**src/rtl/b11_trace_capture_if.sv**
```systemverilog
// b11_trace_capture_if
// Groups the capture-control, observed-bus and trace-drain signals of the
// b11 trace capture stage.
//   slave  : the capture block (consumes arm/stop/x_out/obs/rec_ready)
//   master : harness / trace host side (drives arm/stop/x_out/obs/rec_ready)
// Record width depends on B11_TRACE_TIMESTAMP_EN: {ts, obs, x_out} when
// defined, {obs, x_out} otherwise.
interface b11_trace_capture_if #(
  parameter int DATA_W = 6,
  parameter int TS_W   = 16,
  parameter int DEPTH  = 16
);
`ifdef B11_TRACE_TIMESTAMP_EN
  localparam int TS_BITS = TS_W;
`else
  localparam int TS_BITS = 0 * TS_W;
`endif
  localparam int REC_W = TS_BITS + 1 + DATA_W;
  localparam int LVL_W = $clog2(DEPTH) + 1;

  logic              arm;
  logic              stop;
  logic [DATA_W-1:0] x_out;
  logic              obs;
  logic              rec_valid;
  logic              rec_ready;
  logic [REC_W-1:0]  rec_data;
  logic              capturing;
  logic              overflow;
  logic [7:0]        drop_cnt;
  logic [LVL_W-1:0]  level;

  modport master (
    output arm, stop, x_out, obs, rec_ready,
    input  rec_valid, rec_data, capturing, overflow, drop_cnt, level
  );

  modport slave (
    input  arm, stop, x_out, obs, rec_ready,
    output rec_valid, rec_data, capturing, overflow, drop_cnt, level
  );
endinterface

```
**src/rtl/b11_trace_capture.sv**
```systemverilog
// b11_trace_capture
// Watches the b11 core's x_out result and __obs marker and logs every change
// as a record into a circular FIFO that a trace host drains via valid/ready.
// Ports:
//   clock : rising-edge clock
//   reset : asynchronous, active-high; clears all state
//   bus   : b11_trace_capture_if.slave (arm, stop, x_out, obs, rec_ready in;
//           rec_valid, rec_data, capturing, overflow, drop_cnt, level out)
// Build option: B11_TRACE_TIMESTAMP_EN adds a TS_W-bit saturating timestamp
// to each record ({ts, obs, x_out}); without it records are {obs, x_out}.
//
// state   | meaning
// IDLE    | no window since reset; waiting for arm
// CAPTURE | window open; every cycle is evaluated for a push
// DONE    | window closed by stop; FIFO kept, waiting for re-arm
module b11_trace_capture #(
  parameter int DATA_W = 6,
  parameter int TS_W   = 16,
  parameter int DEPTH  = 16
) (
  input  logic clock,
  input  logic reset,
  b11_trace_capture_if.slave bus
);
`ifdef B11_TRACE_TIMESTAMP_EN
  localparam int TS_BITS = TS_W;
`else
  localparam int TS_BITS = 0 * TS_W;
`endif
  localparam int REC_W = TS_BITS + 1 + DATA_W;
  localparam int AW    = $clog2(DEPTH);
  localparam int LVL_W = AW + 1;

  typedef enum logic [1:0] {
    IDLE    = 2'd0,
    CAPTURE = 2'd1,
    DONE    = 2'd2
  } state_t;

  state_t            r_state;
  state_t            w_state_nxt;
  logic              w_arm_acc;
  logic              w_in_cap;

  logic              r_first;
  logic [DATA_W-1:0] r_last;
  logic              r_obs_prev;

  logic [LVL_W-1:0]  r_wr_ptr;
  logic [LVL_W-1:0]  r_rd_ptr;
  logic [REC_W-1:0]  r_mem [DEPTH];

  logic              r_overflow;
  logic [7:0]        r_drop_cnt;

  logic              w_empty;
  logic              w_full;
  logic              w_pop;
  logic              w_push_req;
  logic              w_push;
  logic              w_drop;
  logic [REC_W-1:0]  w_rec;

  // FSM
  always_ff @(posedge clock or posedge reset) begin
    if (reset) r_state <= IDLE;
    else       r_state <= w_state_nxt;
  end

  always_comb begin
    w_state_nxt = r_state;
    w_arm_acc   = 1'b0;
    case (r_state)
      IDLE: begin
        if (bus.arm) begin
          w_state_nxt = CAPTURE;
          w_arm_acc   = 1'b1;
        end
      end
      CAPTURE: begin
        // arm is ignored here, so stop wins when both are pulsed
        if (bus.stop) w_state_nxt = DONE;
      end
      DONE: begin
        if (bus.arm) begin
          w_state_nxt = CAPTURE;
          w_arm_acc   = 1'b1;
        end
      end
      default: w_state_nxt = IDLE;
    endcase
  end

  assign w_in_cap = (r_state == CAPTURE);

  // Push decision and FIFO status
  assign w_push_req = w_in_cap &&
                      (r_first || (bus.x_out != r_last) || (bus.obs && !r_obs_prev));

  assign w_empty = (r_wr_ptr == r_rd_ptr);
  assign w_full  = (r_wr_ptr[AW] != r_rd_ptr[AW]) &&
                   (r_wr_ptr[AW-1:0] == r_rd_ptr[AW-1:0]);
  assign w_pop   = !w_empty && bus.rec_ready;
  // A pop on the same edge frees the slot the push lands in.
  assign w_push  = w_push_req && (!w_full || w_pop);
  assign w_drop  = w_push_req && w_full && !w_pop;

  // Timestamp
`ifdef B11_TRACE_TIMESTAMP_EN
  logic [TS_W-1:0] r_ts;

  always_ff @(posedge clock or posedge reset) begin
    if (reset)                        r_ts <= '0;
    else if (w_arm_acc)               r_ts <= '0;
    else if (w_in_cap && (r_ts != '1)) r_ts <= r_ts + TS_W'(1);
  end

  assign w_rec = {r_ts, bus.obs, bus.x_out};
`else
  assign w_rec = {bus.obs, bus.x_out};
`endif

  // Change-detect state
  always_ff @(posedge clock or posedge reset) begin
    if (reset) begin
      r_first    <= 1'b0;
      r_last     <= '0;
      r_obs_prev <= 1'b0;
    end else begin
      r_obs_prev <= bus.obs;
      if (w_arm_acc)     r_first <= 1'b1;
      else if (w_in_cap) r_first <= 1'b0;
      // dropped records do not count as "last pushed"
      if (w_push)        r_last  <= bus.x_out;
    end
  end

  // FIFO storage (no reset needed: reads are masked while empty)
  always_ff @(posedge clock) begin
    if (w_push) r_mem[r_wr_ptr[AW-1:0]] <= w_rec;
  end

  always_ff @(posedge clock or posedge reset) begin
    if (reset) begin
      r_wr_ptr <= '0;
      r_rd_ptr <= '0;
    end else begin
      if (w_push) r_wr_ptr <= r_wr_ptr + LVL_W'(1);
      if (w_pop)  r_rd_ptr <= r_rd_ptr + LVL_W'(1);
    end
  end

  // Drop bookkeeping; cleared only by reset or an accepted arm
  always_ff @(posedge clock or posedge reset) begin
    if (reset) begin
      r_overflow <= 1'b0;
      r_drop_cnt <= '0;
    end else if (w_arm_acc) begin
      r_overflow <= 1'b0;
      r_drop_cnt <= '0;
    end else if (w_drop) begin
      r_overflow <= 1'b1;
      if (r_drop_cnt != 8'hFF) r_drop_cnt <= r_drop_cnt + 8'd1;
    end
  end

  // Outputs
  assign bus.rec_valid = !w_empty;
  assign bus.rec_data  = w_empty ? '0 : r_mem[r_rd_ptr[AW-1:0]];
  assign bus.level     = r_wr_ptr - r_rd_ptr;
  assign bus.capturing = w_in_cap;
  assign bus.overflow  = r_overflow;
  assign bus.drop_cnt  = r_drop_cnt;
endmodule
```
**src/flat_wrapper.sv**
```systemverilog
// flat-port wrapper written by rule: the top's interface ports become plain ports
module b11_trace_capture_flat 
#(
  parameter int DATA_W = 6,
  parameter int TS_W   = 16,
  parameter int DEPTH  = 16
)
  (clock, reset, bus_arm, bus_stop, bus_x_out, bus_obs, bus_rec_ready, bus_rec_valid, bus_rec_data, bus_capturing, bus_overflow, bus_drop_cnt, bus_level);
  b11_trace_capture_if #(.DATA_W(DATA_W), .TS_W(TS_W), .DEPTH(DEPTH)) bus_i ();
  input  logic clock;
  input  logic reset;
  input wire logic [$bits(bus_i.arm)-1:0] bus_arm;
  input wire logic [$bits(bus_i.stop)-1:0] bus_stop;
  input wire logic [$bits(bus_i.x_out)-1:0] bus_x_out;
  input wire logic [$bits(bus_i.obs)-1:0] bus_obs;
  input wire logic [$bits(bus_i.rec_ready)-1:0] bus_rec_ready;
  output wire logic [$bits(bus_i.rec_valid)-1:0] bus_rec_valid;
  output wire logic [$bits(bus_i.rec_data)-1:0] bus_rec_data;
  output wire logic [$bits(bus_i.capturing)-1:0] bus_capturing;
  output wire logic [$bits(bus_i.overflow)-1:0] bus_overflow;
  output wire logic [$bits(bus_i.drop_cnt)-1:0] bus_drop_cnt;
  output wire logic [$bits(bus_i.level)-1:0] bus_level;
  assign bus_i.arm = bus_arm;
  assign bus_i.stop = bus_stop;
  assign bus_i.x_out = bus_x_out;
  assign bus_i.obs = bus_obs;
  assign bus_i.rec_ready = bus_rec_ready;
  assign bus_rec_valid = bus_i.rec_valid;
  assign bus_rec_data = bus_i.rec_data;
  assign bus_capturing = bus_i.capturing;
  assign bus_overflow = bus_i.overflow;
  assign bus_drop_cnt = bus_i.drop_cnt;
  assign bus_level = bus_i.level;
  b11_trace_capture #(.DATA_W(DATA_W), .TS_W(TS_W), .DEPTH(DEPTH)) u_core (.clock(clock), .reset(reset), .bus(bus_i));
endmodule
```
**config.mk**
```make
export PLATFORM = sky130hd
export DESIGN_NAME = b11_trace_capture_flat
export DESIGN_NICKNAME = d
export VERILOG_FILES = /design/src/rtl/b11_trace_capture_if.sv /design/src/rtl/b11_trace_capture.sv /design/src/flat_wrapper.sv
export SDC_FILE = /design/constraint.sdc
export NUM_CORES = 1
export LEC_CHECK = 0
export ABC_AREA = 1
export ABC_CLOCK_PERIOD_IN_PS = 4600
export BUFFER_PORTS_ARGS = -buffer_cell sky130_fd_sc_hd__buf_4
export CAP_MARGIN = 20
export CORE_MARGIN = 3
export CORE_UTILIZATION = 52
export DETAILED_ROUTE_END_ITERATION = 7
export PLACE_DENSITY = 0.7
export SLEW_MARGIN = 5
export SYNTH_ARGS = -nofsm -noshare
export SYNTH_HDL_FRONTEND = slang
export SYNTH_SLANG_ARGS = --single-unit
```
**constraint.sdc**
```tcl
create_clock -name clock -period 4.6 [get_ports clock]
set_input_delay 0 -clock clock [delete_from_list [all_inputs] [get_ports clock]]
set_output_delay 0 -clock clock [all_outputs]
set_load 0.05 [all_outputs]
```
==> results.txt, run 1 <==
worst hold slack: 213 ps
maxcap violations: 0
critical-path cell list: clkinv_1 > ha_1 > nand4_4 > nor3_4 > nor2_4 > nand2_1 > nor2_1
grt ovf: 0
postcts setup bufs: 0
initial antenna violation count: 0
post-synth top area cell: edfxtp_1
# fillers: 932
area grow syn2layout: 16.9%
worst slew pin tran: 615 ps
Synth Flop Type: edfxtp_1
core area: 0.0116 sq mm
sequential area share after synthesis: 65.2%
outcome: complete, no violations
Die Wd: 116 um
RSZ-0062 raised after global routing: no
CTS max path bufs: 2
vias per cell: 5.61
I/O pin count: 35
H-tree levels: 4
ANT cells: 0
crit end category: register
cts hold-fix bufs: 11
Worst-Skew Late Latency: 420 ps
via count: 4298
post-synth top area share: 53.6%
Final Power: 0.00533 W
CP Launch Type: register
CP delay by family, top: simple AND/OR/NAND/NOR gates
final worst setup slack: 1140 ps
top cells by count, synth: edfxtp_1, nor2_1, nand2_1
Syn Area/Cell: 11.1 sq um
max_slew headroom: 58.9%
CTS sink cnt: 141
Largest stage delay, worst path: 590 ps
nets: 633
routed len/inst: 18.7 um
Remaining DRCs: 0
fmax: 289 MHz
CTS root buffer: clkbuf_16
Tmin final: 3460 ps
gp weighted congestion: 0.837
largest net degree at the start of global routing: 60
synthesized area: 0.00627 sq mm
vias in the first global route: 4417
min-delay worst type: in -> async
Crit-path slowest cell: dfrtp_1
IO buf count: 34
post-synthesis register bit count: 141
period utilization: 75.2%
ys async rst share: 20.6%
crit path max fanout: 23
Synth area leaders: edfxtp_1, dfrtp_1, nor2_1, nand2_1, o21ai_0
Post-synth EDFFs: 112
die span in y: 116 um
clk slew on worst S/H paths: 60 ps
DP Wirelength: 9.20 mm
# setup viols final: 0
CTS tree: built
Routed Antenna Nets: 0
Hold Fails Final Rpt: 0
Starting Density: 54.0%
Cells after Synth: 564
First DRT Iteration DRCs: 443
first-pass GRT wire length: 22.8 mm
gr usage total: 23.2%
Util after Layout: 63.2%
critical path required time: 4650 ps
Final Skew: 11.4 ps
CP bufs+invs: 1
Cell Rows: 39
peak supply drop: 829 uV
final slew viol count: 0
critical path type: reg -> reg
power per cell area: 727 mW/mm^2
drt first pass iters: 5
post-cts sizing count: 0
Mapped Nets: 587
final wirelength: 14.3 mm
CTS Buf Count: 17
Synthesis Warnings: 0
unique cell type count in the Yosys netlist: 35
dominant cell by count in the synthesized netlist: edfxtp_1
setup TNS: 0 ps
layout cells sized above 1: 13.8%
pre-CTS setup slack: 1160 ps
Die ar.: 0.0134 sq mm
Leak: 2.87 nW
Arrival @ worst endpoint: 3510 ps
-- worst min-delay path, delay by kind of cell --
family / cells / cell delay (ps)
buffers and inverters: 4 / 1050
-- kinds of logic after synthesis --
group,after synthesis,synth area share (%)
xor gates and xnor gates,17,2.49
buffers and inverters,69,4.69
AOI/OAI and AO/OA,109,10.1
DFF,141,65.2
adders and majority gates,11,2.31
and+or+nand+nor,217,15.2
-- final timing paths --
path / startpoint / slack, ps / cells after the start / end
setup / recovery: u_core.r_rd_ptr[2] / 1140 / 7 / u_core.r_mem[11][3]
hold / removal: reset / 210 / 4 / u_core.r_last[5]
setup reg to reg: u_core.r_rd_ptr[2] / 1140 / 7 / u_core.r_mem[11][3]
hold reg to reg: u_core.bus.overflow / 500 / 1 / u_core.bus.overflow
max in group asynchronous: reset / 4110 / 4 / u_core.r_state[0]
min in group clock: bus_stop / 330 / 3 / u_core.r_state[0]
-- routing by layer --
layer  vias up  routed length (um)  GRT usage (%)
li1       2040                   -              -
met1      2049                5890           29.8
met2       176                6930           37.2
met3        33                1090           7.10
met4         0                 417           9.28
met5         -                   0              0
-- final cells by class --
type | instances | area, sq um | share of cell area (%)
repair buffers | 49 | 395 | 5.39
well taps | 143 | 179 | 2.44
clock inverters | 14 | 175 | 2.39
clock buffers | 18 | 429 | 5.85
flip-flops and latches | 141 | 4090 | 55.7
inverters | 47 | 178 | 2.42
multi-input cells | 354 | 1890 | 25.8
-- sequential cells by signal (all words and copies together), names as in the netlist --
signal / cells
u_core.r_last: 6
u_core.bus.overflow: 1
u_core.r_obs_prev: 1
u_core.r_rd_ptr: 5
u_core.r_state: 2
u_core.r_first: 1
u_core.bus.drop_cnt: 8
u_core.r_mem: 112
u_core.r_wr_ptr: 5
-- layout by cell type, fill, tap and decap left out, drive strengths merged --
| cell type | synthesis | layout |
|---|---|---|
| edfxtp | 112 | 112 |
| nor2 | 97 | 97 |
| nand2 | 81 | 81 |
| o21ai | 68 | 68 |
| inv | 45 | 45 |
| buf | 15 | 38 |
| nand3 | 32 | 32 |
| dfrtp | 29 | 29 |
| clkbuf | 7 | 18 |
| o22ai | 15 | 15 |
| xor2 | 14 | 14 |
| o211ai | 14 | 14 |
| dlygate4sd3 | 0 | 11 |
| a21oi | 10 | 10 |
| ha | 10 | 10 |
| clkinv | 2 | 8 |
| bufinv | 0 | 4 |
| clkinvlp | 0 | 4 |
| nand4 | 4 | 4 |
| nor3 | 3 | 3 |
| xnor2 | 3 | 3 |
| o21a | 1 | 1 |
| o31ai | 1 | 1 |
| fa | 1 | 1 |
-- stage by stage --
step | cell area [sq um] | std cells
2_1_floorplan | 6270 | 564
4_1_cts | 7330 | 766
3_5_place_dp | 6620 | 723
3_3_place_gp | 6620 | 723
5_1_grt | 7330 | 766
6_report | 7330 | 766
-- where the power goes --
part | internal (W) | switching, W | leakage [nW]
clock | 0.000895 | 0.000490 | 0.282
combinational | 0.000663 | 0.00165 | 1.21
sequential | 0.00153 | 0.000102 | 1.38
No activity file was read; power rests on OpenSTA's default activity.
==> run 2, diff against run 1 <==
ABC_AREA = 0   (was 1)
ABC_CLOCK_PERIOD_IN_PS = 3550   (was 4600)
clock period = 3.55 ns   (was 4.6 ns; I/O delays follow)
==> run 2 against run 1 <==
Against the previous run:
- worst setup slack got worse by 290 ps
- design area fell by 3.6%
- flip-flop and latch count unchanged
- register-to-register slack got worse by 290 ps
- area after synthesis shrank 4.1%
- critical path type unchanged
- critical endpoint is now u_core.r_mem[12][6]
- largest cell class unchanged
==> results.txt, run 2 <==
outcome: complete, no violations (unchanged)
hold path depth: 3
maxcap violations: 0 (unchanged)
CP bufs+invs: 1 (unchanged)
vias per cell: 5.87 (was 5.61)
fmax: 371 MHz (was 289 MHz)
post-synth top area cell: edfxtp_1 (unchanged)
Synthesis Warnings: 0 (unchanged)
nets: 433 (was 633)
pre-CTS setup slack: 881 ps (was 1160 ps)
# setup viols final: 0 (unchanged)
Remaining DRCs: 0 (unchanged)
Die Wd: 114 um (was 116 um)
Die ar.: 0.0129 sq mm (was 0.0134 sq mm)
CTS sink cnt: 141 (unchanged)
CTS root buffer: clkbuf_16 (unchanged)
sequential area share after synthesis: 68.0% (was 65.2%)
GRT met2 Usage: 33.2% (was 37.2%)
most common cell after layout, fill and taps aside: edfxtp_1 (unchanged)
Synth area leaders: edfxtp_1, dfrtp_1, mux4_2, and3_1, ha_1 (was edfxtp_1, dfrtp_1, nor2_1, nand2_1, o21ai_0)
peak supply drop: 696 uV (was 829 uV)
initial antenna violation count: 0 (unchanged)
FF-to-FF End: u_core.r_mem[12][6] (was u_core.r_mem[11][3])
Placed Instances: 520 (was 723)
Crit-path slowest cell: dfrtp_1 (unchanged)
Design Area, Final: 0.00707 sq mm (was 0.00733 sq mm)
CP delay by family, top: simple AND/OR/NAND/NOR gates (unchanged)
layout cells sized above 1: 27.7% (was 13.8%)
synthesized area: 0.00602 sq mm (was 0.00627 sq mm)
post-cts sizing count: 0 (unchanged)
final slew viol count: 0 (unchanged)
area grow syn2layout: 17.6% (was 16.9%)
dominant cell by count in the synthesized netlist: edfxtp_1 (unchanged)
Synth Flop Type: edfxtp_1 (unchanged)
final worst setup slack: 854 ps (was 1140 ps)
critical path type: reg -> reg (unchanged)
largest net degree at the start of global routing: 32 (was 60)
Finished Layout Cells: 562 (was 766)
drt first pass iters: 4 (was 5)
Clk network pwr share: 24.7% (was 26.0%)
setup TNS: 0 ps (unchanged)
vias in the first global route: 3482 (was 4417)
ys async rst share: 20.6% (unchanged)
top cells by count, synth: edfxtp_1, dfrtp_1, mux4_2 (was edfxtp_1, nor2_1, nand2_1)
Tmin final: 2700 ps (was 3460 ps)
Hold Fails Final Rpt: 0 (unchanged)
power per cell area: 918 mW/mm^2 (was 727 mW/mm^2)
Largest stage delay, worst path: 520 ps (was 590 ps)
switching share of power: 38.9% (was 42.1%)
final wirelength: 12.8 mm (was 14.3 mm)
RSZ-0062 raised after global routing: no (unchanged)
H-tree levels: 4 (unchanged)
Switch Pwr: 0.00253 W (was 0.00224 W)
Hold EP: u_core.r_rd_ptr[0]
post-synthesis register bit count: 141 (unchanged)
worst reg2reg path depth: 6 (was 7)
Flop pwr share: 32.7% (was 30.6%)
clk slew on worst S/H paths: 60 ps (about the same)
critical-path cell list: inv_1 > ha_1 > nand4_1 > or3_1 > and2_4 > and3_1 (was clkinv_1 > ha_1 > nand4_4 > nor3_4 > nor2_4 > nand2_1 > nor2_1)
First DRT Iteration DRCs: 291 (was 443)
ANT cells: 0 (unchanged)
grt peak-use layer: met2 (unchanged)
combinational group share of total power: 42.6% (was 43.4%)
Post-synth EDFFs: 112 (unchanged)
Leak: 2.64 nW (was 2.87 nW)
unique cell type count in the Yosys netlist: 48 (was 35)
# fillers: 814 (was 932)
most frequent cells in the layout: edfxtp_1, buf_4, mux4_2, dfrtp_1, nand2_1 (was edfxtp_1, nor2_1, nand2_1)
CTS max path bufs: 2 (unchanged)
DP Wirelength: 8.43 mm (was 9.20 mm)
worst slew pin tran: 638 ps (was 615 ps)
Util after Layout: 63.8% (was 63.2%)
CTS Buf Count: 17 (unchanged)
crit path max fanout: 20 (was 23)
critical path required time: 3620 ps (was 4650 ps)
Syn Area/Cell: 17.0 sq um (was 11.1 sq um)
Routed Antenna Nets: 0 (unchanged)
CTS tree: built (unchanged)
GR Util met1: 30.1% (was 29.8%)
Starting Density: 54.3% (was 54.0%)
die span in y: 114 um (was 116 um)
Cell Rows: 38 (was 39)
crit end category: register (unchanged)
max FFs per register: 112 (unchanged)
reg-to-reg slack, setup: 850 ps (was 1140 ps)
Mapped Nets: 376 (was 587)
Cells after Synth: 353 (was 564)
post-synth top area share: 55.9% (was 53.6%)
Final Skew: 5.53 ps (was 11.4 ps)
placed cell areas: 0.00643 sq mm (was 0.00662 sq mm)
Worst-Skew Late Latency: 410 ps (was 420 ps)
via count: 3301 (was 4298)
first-pass GRT wire length: 20.1 mm (was 22.8 mm)
GRT met3 Usage: 4.77% (was 7.10%)
period utilization: 75.9% (was 75.2%)
gr usage total: 21.4% (was 23.2%)
IO buf count: 34 (unchanged)
Arrival @ worst endpoint: 2770 ps (was 3510 ps)
min-delay worst type: in -> reg (was in -> async)
CP Launch Type: register (unchanged)
gp weighted congestion: 0.849 (was 0.837)
I/O pin count: 35 (unchanged)
core area: 0.0111 sq mm (was 0.0116 sq mm)
max_slew headroom: 57.4% (was 58.9%)
FF-to-FF Start: u_core.r_rd_ptr[3] (was u_core.r_rd_ptr[2])
Pint: 0.00397 W (was 0.00309 W)
routed len/inst: 22.8 um (was 18.7 um)
Hold Path Origin: bus_rec_ready
grt ovf: 0 (unchanged)
run 2: cell count changes in the layout (fill, tap and decap cells not counted), moves of 15 or more:
cell	change
mux4_2	+28
o21ai_0	-52
o22ai_1	-15
nand3_1	-26
nand2_1	-56
inv_1	-35
nor2_1	-85
and3_1	+21
run 2: stage by stage:
stage | total power [W] | hold WS [ps]
2_1_floorplan | 0.00412 | 31.4
3_3_place_gp | 0.00488 | 106
3_5_place_dp | 0.00492 | 106
4_1_cts | 0.00654 | 101
5_1_grt | 0.00679 | 133
6_report | 0.00649 | 118
run 2: logic make-up (layout without fill, tap and decap cells):
logic type	Yosys count	in the layout	synth area share, %
AO/OA/AOI/OAI	28	28	3.81
buffers and inverters	24	93	1.73
AND/OR/NAND/NOR	88	88	7.99
XOR/XNOR	19	19	2.77
flip-flops	141	141	68.0
multiplexers	42	42	13.3
adder cells (fa/ha/maj)	11	11	2.41
run 2: how the worst max path moves through the flow:
stage | startpoint | endpoint | slack, ps | cells after the start
floorplan | u_core.r_rd_ptr[2] | u_core.r_mem[3][0] | 630 | 9
global placement | u_core.r_rd_ptr[3] | u_core.bus.drop_cnt[6] | 1000 | 7
detailed placement | u_core.r_rd_ptr[3] | u_core.r_mem[0][5] | 880 | 6
CTS | u_core.r_rd_ptr[3] | u_core.r_mem[12][5] | 860 | 6
global route | u_core.r_rd_ptr[3] | u_core.r_mem[12][1] | 690 | 6
finish | u_core.r_rd_ptr[3] | u_core.r_mem[12][6] | 850 | 6
run 2: what timing repair did:
| action | 4_1_cts | 5_1_grt |
|---|---|---|
| hold buffers | 11 | 0 |
| buffers inserted | 0 | 0 |
| endpoints found under the hold margin | 146 | 0 |
run 2: cell type report:
| type | count | area (sq um) | share of cell area [%] |
|---|---|---|---|
| flip-flops and latches | 141 | 4090 | 57.8 |
| inverters | 11 | 41.3 | 0.584 |
| multi-input cells | 188 | 1820 | 25.8 |
| well taps | 140 | 175 | 2.48 |
| clock inverters | 11 | 96.3 | 1.36 |
| clock buffers | 20 | 437 | 6.17 |
| repair buffers | 51 | 410 | 5.80 |
run 2: power groups by stage:
stage / clock network [W] / logic, W / registers (W)
5_1_grt: 0.00171 / 0.00294 / 0.00214
3_3_place_gp: 0 / 0.00274 / 0.00215
4_1_cts: 0.00163 / 0.00278 / 0.00212
3_5_place_dp: 0 / 0.00276 / 0.00215
6_report: 0.00160 / 0.00277 / 0.00212
2_1_floorplan: 0 / 0.00199 / 0.00213
run 2: routing by layer:
metal | vias to the layer above | part of all wire [%] | routed length (um)
met1 | 1695 | 45 | 5750
li1 | 1486 | - | -
met4 | 0 | 1.9 | 241
met5 | - | 0 | 0
met3 | 19 | 5.6 | 716
met2 | 101 | 48 | 6090
run 2: tightest hold or removal path: cells and delay by family:
family,cells,cell delay (ps)
XOR/XNOR,1,150
buffers and inverters,1,120
AND/OR/NAND/NOR,1,210
